--- src/rtl/cmp_result_tracker.sv ---
// Purpose: tracks the outcomes of a magnitude comparator (lt/eq/gt flags).
//   It keeps a saturating count of each legal outcome and of illegal flag
//   combinations, remembers the last legal result, and runs a small FSM.
//   The FSM locks after LOCK_N consecutive equal samples and latches ERROR
//   on any illegal sample.
// Ports:
//   clk, rst_n                 clock, asynchronous active-low reset
//   in_valid                   comparator flags are valid this cycle
//   a_lt_b, a_eq_b, a_gt_b     comparator flags (legal when exactly one is set)
//   clr                        synchronous clear, wins over a same-cycle sample
//   lt_cnt/eq_cnt/gt_cnt       saturating counts of legal outcomes
//   err_cnt                    saturating count of illegal samples
//   last_res                   last legal result: 00 none, 01 lt, 10 eq, 11 gt
//   state                      00 IDLE, 01 TRACK, 10 LOCKED, 11 ERROR
//   lock, err_flag             registered state decodes for LOCKED / ERROR
module cmp_result_tracker #(
  parameter int unsigned CNT_W  = 8,
  parameter int unsigned LOCK_N = 4
) (
  input  logic             clk,
  input  logic             rst_n,
  input  logic             in_valid,
  input  logic             a_lt_b,
  input  logic             a_eq_b,
  input  logic             a_gt_b,
  input  logic             clr,
  output logic [CNT_W-1:0] lt_cnt,
  output logic [CNT_W-1:0] eq_cnt,
  output logic [CNT_W-1:0] gt_cnt,
  output logic [CNT_W-1:0] err_cnt,
  output logic [1:0]       last_res,
  output logic [1:0]       state,
  output logic             lock,
  output logic             err_flag
);

  typedef enum logic [1:0] {
    S_IDLE   = 2'b00,
    S_TRACK  = 2'b01,
    S_LOCKED = 2'b10,
    S_ERROR  = 2'b11
  } state_t;

  localparam logic [CNT_W-1:0] CNT_MAX = {CNT_W{1'b1}};
  localparam logic [CNT_W-1:0] LOCK_V  = CNT_W'(LOCK_N);
  localparam logic [CNT_W-1:0] ONE     = CNT_W'(1);

  localparam logic [1:0] RES_NONE = 2'b00;
  localparam logic [1:0] RES_LT   = 2'b01;
  localparam logic [1:0] RES_EQ   = 2'b10;
  localparam logic [1:0] RES_GT   = 2'b11;

  logic [CNT_W-1:0] r_lt_cnt, r_eq_cnt, r_gt_cnt, r_err_cnt, r_streak;
  logic [1:0]       r_last_res;
  state_t           r_state;
  logic             r_lock, r_err_flag;

  logic [2:0] w_flags;
  logic       w_legal;
  logic       w_lock_hit;

  // Flag decode: a legal sample is strictly one-hot.
  assign w_flags    = {a_lt_b, a_eq_b, a_gt_b};
  assign w_legal    = (w_flags == 3'b100) || (w_flags == 3'b010) || (w_flags == 3'b001);
  // True when one more eq reaches LOCK_N (or the streak is already saturated there).
  assign w_lock_hit = (r_streak >= (LOCK_V - ONE));

  // Counters, last result, streak and FSM with registered state decodes.
  always_ff @(posedge clk or negedge rst_n) begin
    if (!rst_n) begin
      r_lt_cnt   <= '0;
      r_eq_cnt   <= '0;
      r_gt_cnt   <= '0;
      r_err_cnt  <= '0;
      r_streak   <= '0;
      r_last_res <= RES_NONE;
      r_state    <= S_IDLE;
      r_lock     <= 1'b0;
      r_err_flag <= 1'b0;
    end else if (clr) begin
      r_lt_cnt   <= '0;
      r_eq_cnt   <= '0;
      r_gt_cnt   <= '0;
      r_err_cnt  <= '0;
      r_streak   <= '0;
      r_last_res <= RES_NONE;
      r_state    <= S_IDLE;
      r_lock     <= 1'b0;
      r_err_flag <= 1'b0;
    end else if (in_valid) begin
      if (w_legal) begin
        if (a_lt_b) begin
          r_last_res <= RES_LT;
          if (r_lt_cnt != CNT_MAX) r_lt_cnt <= r_lt_cnt + ONE;
        end else if (a_eq_b) begin
          r_last_res <= RES_EQ;
          if (r_eq_cnt != CNT_MAX) r_eq_cnt <= r_eq_cnt + ONE;
        end else begin
          r_last_res <= RES_GT;
          if (r_gt_cnt != CNT_MAX) r_gt_cnt <= r_gt_cnt + ONE;
        end

        case (r_state)
          // ERROR is sticky; legal samples only update counters and last_res.
          S_ERROR: r_streak <= '0;
          default: begin
            if (a_eq_b) begin
              if (r_streak != LOCK_V) r_streak <= r_streak + ONE;
              if (w_lock_hit) begin
                r_state <= S_LOCKED;
                r_lock  <= 1'b1;
              end else begin
                r_state <= S_TRACK;
                r_lock  <= 1'b0;
              end
            end else begin
              r_streak <= '0;
              r_state  <= S_TRACK;
              r_lock   <= 1'b0;
            end
          end
        endcase
      end else begin
        if (r_err_cnt != CNT_MAX) r_err_cnt <= r_err_cnt + ONE;
        r_streak   <= '0;
        r_state    <= S_ERROR;
        r_lock     <= 1'b0;
        r_err_flag <= 1'b1;
      end
    end
  end

  assign lt_cnt   = r_lt_cnt;
  assign eq_cnt   = r_eq_cnt;
  assign gt_cnt   = r_gt_cnt;
  assign err_cnt  = r_err_cnt;
  assign last_res = r_last_res;
  assign state    = r_state;
  assign lock     = r_lock;
  assign err_flag = r_err_flag;

endmodule

--- config.mk ---
export PLATFORM = sky130hd
export DESIGN_NAME = cmp_result_tracker
export DESIGN_NICKNAME = d
export VERILOG_FILES = /design/src/rtl/cmp_result_tracker.sv
export SDC_FILE = /design/constraint.sdc
export NUM_CORES = 1
export LEC_CHECK = 0
export ABC_AREA = 1
export BUFFER_PORTS_ARGS = -buffer_cell sky130_fd_sc_hd__clkbuf_2
export CAP_MARGIN = 10
export CORE_MARGIN = 2
export CORE_UTILIZATION = 48
export DETAILED_ROUTE_END_ITERATION = 8
export GPL_ROUTABILITY_DRIVEN = 0
export PLACE_DENSITY = 0.69
export SLEW_MARGIN = 10
export SYNTH_ARGS = -nofsm -noshare
export SYNTH_HDL_FRONTEND = slang
export SYNTH_SLANG_ARGS = --single-unit
export TNS_END_PERCENT = 10
--- constraint.sdc ---
create_clock -name clk -period 2.7 [get_ports clk]
set_input_delay 0.27 -clock clk [delete_from_list [all_inputs] [get_ports clk]]
set_output_delay 0.27 -clock clk [all_outputs]
set_load 0.005 [all_outputs]
==> metrics.sh <==
STATUS='finished, final reports clean'
H-TREE-DEPTH=2
N_ANTENNA_CELL=0
VIA_PER_INST=5.24
FINALCLOCKSKEW_NS=0.00682
MIN-DELAY-PATH-CLASS='input port to async pin'
GRT_ANTENNA_BEFORE_REPAIR=0
MAPPEDNETLISTNETS=387
DRT-WIRELENGTH-PER-CELL_UM=12.3
BOUNDARYPINS=45
CTS_TREE='done'
POWER.DENSITY_CELL_AREA_nW_PER_UM2=405
FIN_WORST_HOLD_SLACK_NS=0.0563
CP.ARRIVAL_NS=1.93
DRC=0
CLK-INSERTION-DELAY-LATE_NS=0.29
CTS.SINKS=46
CLKSLEWWORSTSETUPHOLDPATHS_NS=0.09
CORE_AREA_UM2=5820
CP-START-KIND='register'
SYNTH.AREA.TOP_CELLS='sky130_fd_sc_hd__dfrtp_1, sky130_fd_sc_hd__nand2_1, sky130_fd_sc_hd__nand3_1'
DRIVE_GT1_SHARE_PCT=22.0
PORT_BUFS=44
SYNTH_ASYNC_SR_FLOP_SHARE_PCT=100
POSTCTSSETUPREPAIRBUFS=0
POWER_LEAKAGE_nW=1.66
CRITPATHCAPTURETYPE='register'
TIMING.CRITICAL_PATH.CELLS='ha_1, nand3_1, nor2_1, nand4_1, nand2_2, nand2_2, nand2_1, o21ai_1'
YS_FF_LATCH=46
FMAX_MHz=571
FINALSETUPTNS_NS=0
SETUP-VIOLATIONS-FINAL=0
SYNTHDOMINANTCELLAREASHARE_PCT=40.5
HOLD_VIOL_FINAL=0
SYNTH_CELLS=374
SYNTH_FLOP_CELL='sky130_fd_sc_hd__dfrtp_1'
FIRST_PASS_ITERS=4
MAPPEDNETLISTAREA_UM2=2840
DPL_WIRE_LENGTH_UM=4390
DIE-WIDTH_UM=81.0
CONGESTION_OVERFLOW_GR=0
WORST_R2R_PATH_DEPTH=8
CP_MAX_STAGE_DELAY_NS=0.45
SYNTH.AVG_CELL_AREA_UM2=7.60
CTS_INSERTED_BUFFERS=5
CLK_ROOT_BUFFER_CELL='sky130_fd_sc_hd__clkbuf_8'
SYNTH_LARGEST_AREA_CELL='sky130_fd_sc_hd__dfrtp_1'
YOSYSSEQAREASHARE_PCT=40.5
CRITPATHSLOWESTCELL='sky130_fd_sc_hd__dfrtp_1'
FINAL_WIRELENGTH_UM=6060
CRITICAL_PATH_CLASS='register to register'
MIN_PERIOD_NS=1.75
WORST_PIN_SLEW_NS=0.620
MAXIMUM_NUMBER_OF_PINS_ON_ONE_NET_BEFORE_GLOBAL_ROUTE_REPAIR=47
DETAILROUTE.VIA_COUNT=2583
AREA_GROWTH_SYN_TO_LAYOUT_PCT=12.1
CAP_VIOL_MAX_COUNT=0
CRITICAL_PATH.MOST_COMMON_CELL='sky130_fd_sc_hd__nand2_2'
PLACEMENT_ROWS=28
YS.WARNINGS.COUNT=0
FIRST_GLOBAL_VIAS=2277
TOTAL_OF_HOLD_BUFFERS_INSERTED_AFTER_CLOCK_TREE_SYNTHESIS=0
CTS_MAX_PATH_BUFFERS=2
GLOBAL_ROUTE.USAGE.TOTAL_PCT=19.8
RSZ0062_AT_GRT='false'
CRITPATHMAXFANOUT=8
DETAIL-ROUTE-ANTENNA-NETS=0
INITIAL_CORE_UTIL_PCT=48.9
REPORT.FINAL.SLEW_VIOL_COUNT=0
NNETSFINAL=430
DIE_HEIGHT_UM=81.0
FINAL.PERIOD_UTILIZATION_PCT=64.8
YS_TYPES=33
WORST_IR_DROP_VDD_V=0.000224
POST_CTS.RESIZED_INSTANCES=0
CP_DATA_REQUIRED_TIME_NS=2.88
SLEW-LIMIT-HEADROOM_PCT=58.5
DETAIL_ROUTE.ITER0.VIOLATIONS=121
FIRST_PASS_GRT_WIRE_LENGTH_UM=10300
FLOORPLAN.DIE_AREA_UM2=6560
SYNTH-EDFF-COUNT=0
-- worst max-delay path, delay by kind of cell, from the launching register on --
kind,cells,cell delay (ns)
AO/OA/AOI/OAI,1,0.06
flip-flops,1,0.45
AND/OR/NAND/NOR,6,0.91
adder cells (fa/ha/maj),1,0.23
-- where the power goes --
part,internal [W],switching (W)
clock,0.000207,0.000234
combinational,0.0000390,0.0000949
sequential,0.000702,0.0000153
total,0.000948,0.000344
-- per-layer routing --
metal | vias to the layer above | track usage, % | routed length [um]
li1 | 1316 | - | -
met1 | 1208 | 27.3 | 2950
met2 | 55 | 32.2 | 2830
met3 | 4 | 4.00 | 228
met4 | 0 | 4.58 | 46
met5 | - | 0 | 0
-- synthesized netlist by cell type, types with 2 or more instances --
master / number
sky130_fd_sc_hd__nand2_1: 97
sky130_fd_sc_hd__nand3_1: 49
sky130_fd_sc_hd__dfrtp_1: 46
sky130_fd_sc_hd__inv_1: 36
sky130_fd_sc_hd__nor2_1: 32
sky130_fd_sc_hd__nand2_2: 13
sky130_fd_sc_hd__o21ai_1: 13
sky130_fd_sc_hd__nand4_1: 12
sky130_fd_sc_hd__o21ai_0: 10
sky130_fd_sc_hd__o21ai_2: 9
sky130_fd_sc_hd__xor2_1: 7
sky130_fd_sc_hd__ha_1: 6
sky130_fd_sc_hd__nor3_1: 5
sky130_fd_sc_hd__or2_2: 4
sky130_fd_sc_hd__a21oi_1: 3
sky130_fd_sc_hd__buf_2: 3
sky130_fd_sc_hd__buf_6: 3
sky130_fd_sc_hd__inv_2: 3
sky130_fd_sc_hd__nand3_4: 3
sky130_fd_sc_hd__nor2_2: 3
sky130_fd_sc_hd__clkbuf_1: 2
sky130_fd_sc_hd__nand2_4: 2
sky130_fd_sc_hd__nor3b_1: 2
sky130_fd_sc_hd__o211a_1: 2
-- state kept, by name, indices dropped and copies added (netlist names) --
name and count:
r_streak 8, lt_cnt 8, state 2, gt_cnt 8, err_cnt 8, lock 1
last_res 2, err_flag 1, eq_cnt 8
-- layout make-up --
cell class / instances / area, um2
Timing Repair Buffer: 46 / 235
Inverter: 39 / 146
Sequential cell: 46 / 1150
Fill cell: 566 / 2630
Clock inverter: 1 / 5.00
Clock buffer: 7 / 86.3
Tap cell: 75 / 93.8
Multi-Input combinational cell: 279 / 1470
-- per-stage QoR --
stage	utilization (%)	setup WS [ns]	std cells	area [um2]	total power, W
floorplan	-	1.27	374	2840	0.000819
global placement	53.3	0.915	485	3100	0.000865
detailed placement	53.3	0.841	485	3100	0.000867
CTS	54.8	0.939	493	3190	0.00131
global route	54.8	0.720	493	3190	0.00136
finish	54.8	0.950	493	3190	0.00129
-- cells by family after synthesis --
kind of cell / after synthesis / synth area share [%]
and+or+nand+nor: 226 / 38.1
buffers and inverters: 49 / 7.79
DFF: 46 / 40.5
AOI/OAI and AO/OA: 39 / 8.58
xor gates and xnor gates: 8 / 2.46
adders and majority gates: 6 / 2.64
-- cell usage in the layout, fill, tap and decap left out, types with 4 or more instances in the layout --
cell type                   n
sky130_fd_sc_hd__xor2_1     7
sky130_fd_sc_hd__nand2_1   97
sky130_fd_sc_hd__nor3_1     5
sky130_fd_sc_hd__or2_2      4
sky130_fd_sc_hd__nor2_1    32
sky130_fd_sc_hd__clkbuf_8   6
sky130_fd_sc_hd__dfrtp_1   46
sky130_fd_sc_hd__nand4_1   12
sky130_fd_sc_hd__nand2_2   13
sky130_fd_sc_hd__o21ai_1   13
sky130_fd_sc_hd__inv_1     36
sky130_fd_sc_hd__nand3_1   49
sky130_fd_sc_hd__o21ai_0   10
sky130_fd_sc_hd__ha_1       6
sky130_fd_sc_hd__o21ai_2    9
sky130_fd_sc_hd__clkbuf_2  44
-- path summary, 6_finish.rpt --
path / from / to / slack, ns
worst max-delay path: eq_cnt[0]$_DFFE_PN0P_ / eq_cnt[3]$_DFFE_PN0P_ / 0.95
worst min-delay path: rst_n / lt_cnt[5]$_DFFE_PN0P_ / 0.06
worst max register to register: eq_cnt[0]$_DFFE_PN0P_ / eq_cnt[3]$_DFFE_PN0P_ / 0.95
worst min register to register: lock$_DFFE_PN0P_ / lock$_DFFE_PN0P_ / 0.52
max in group asynchronous: rst_n / gt_cnt[4]$_DFFE_PN0P_ / 2.25
min in group clk: in_valid / err_flag$_DFFE_PN0P_ / 0.32
Note: power is estimated with default switching activity, not from simulation.
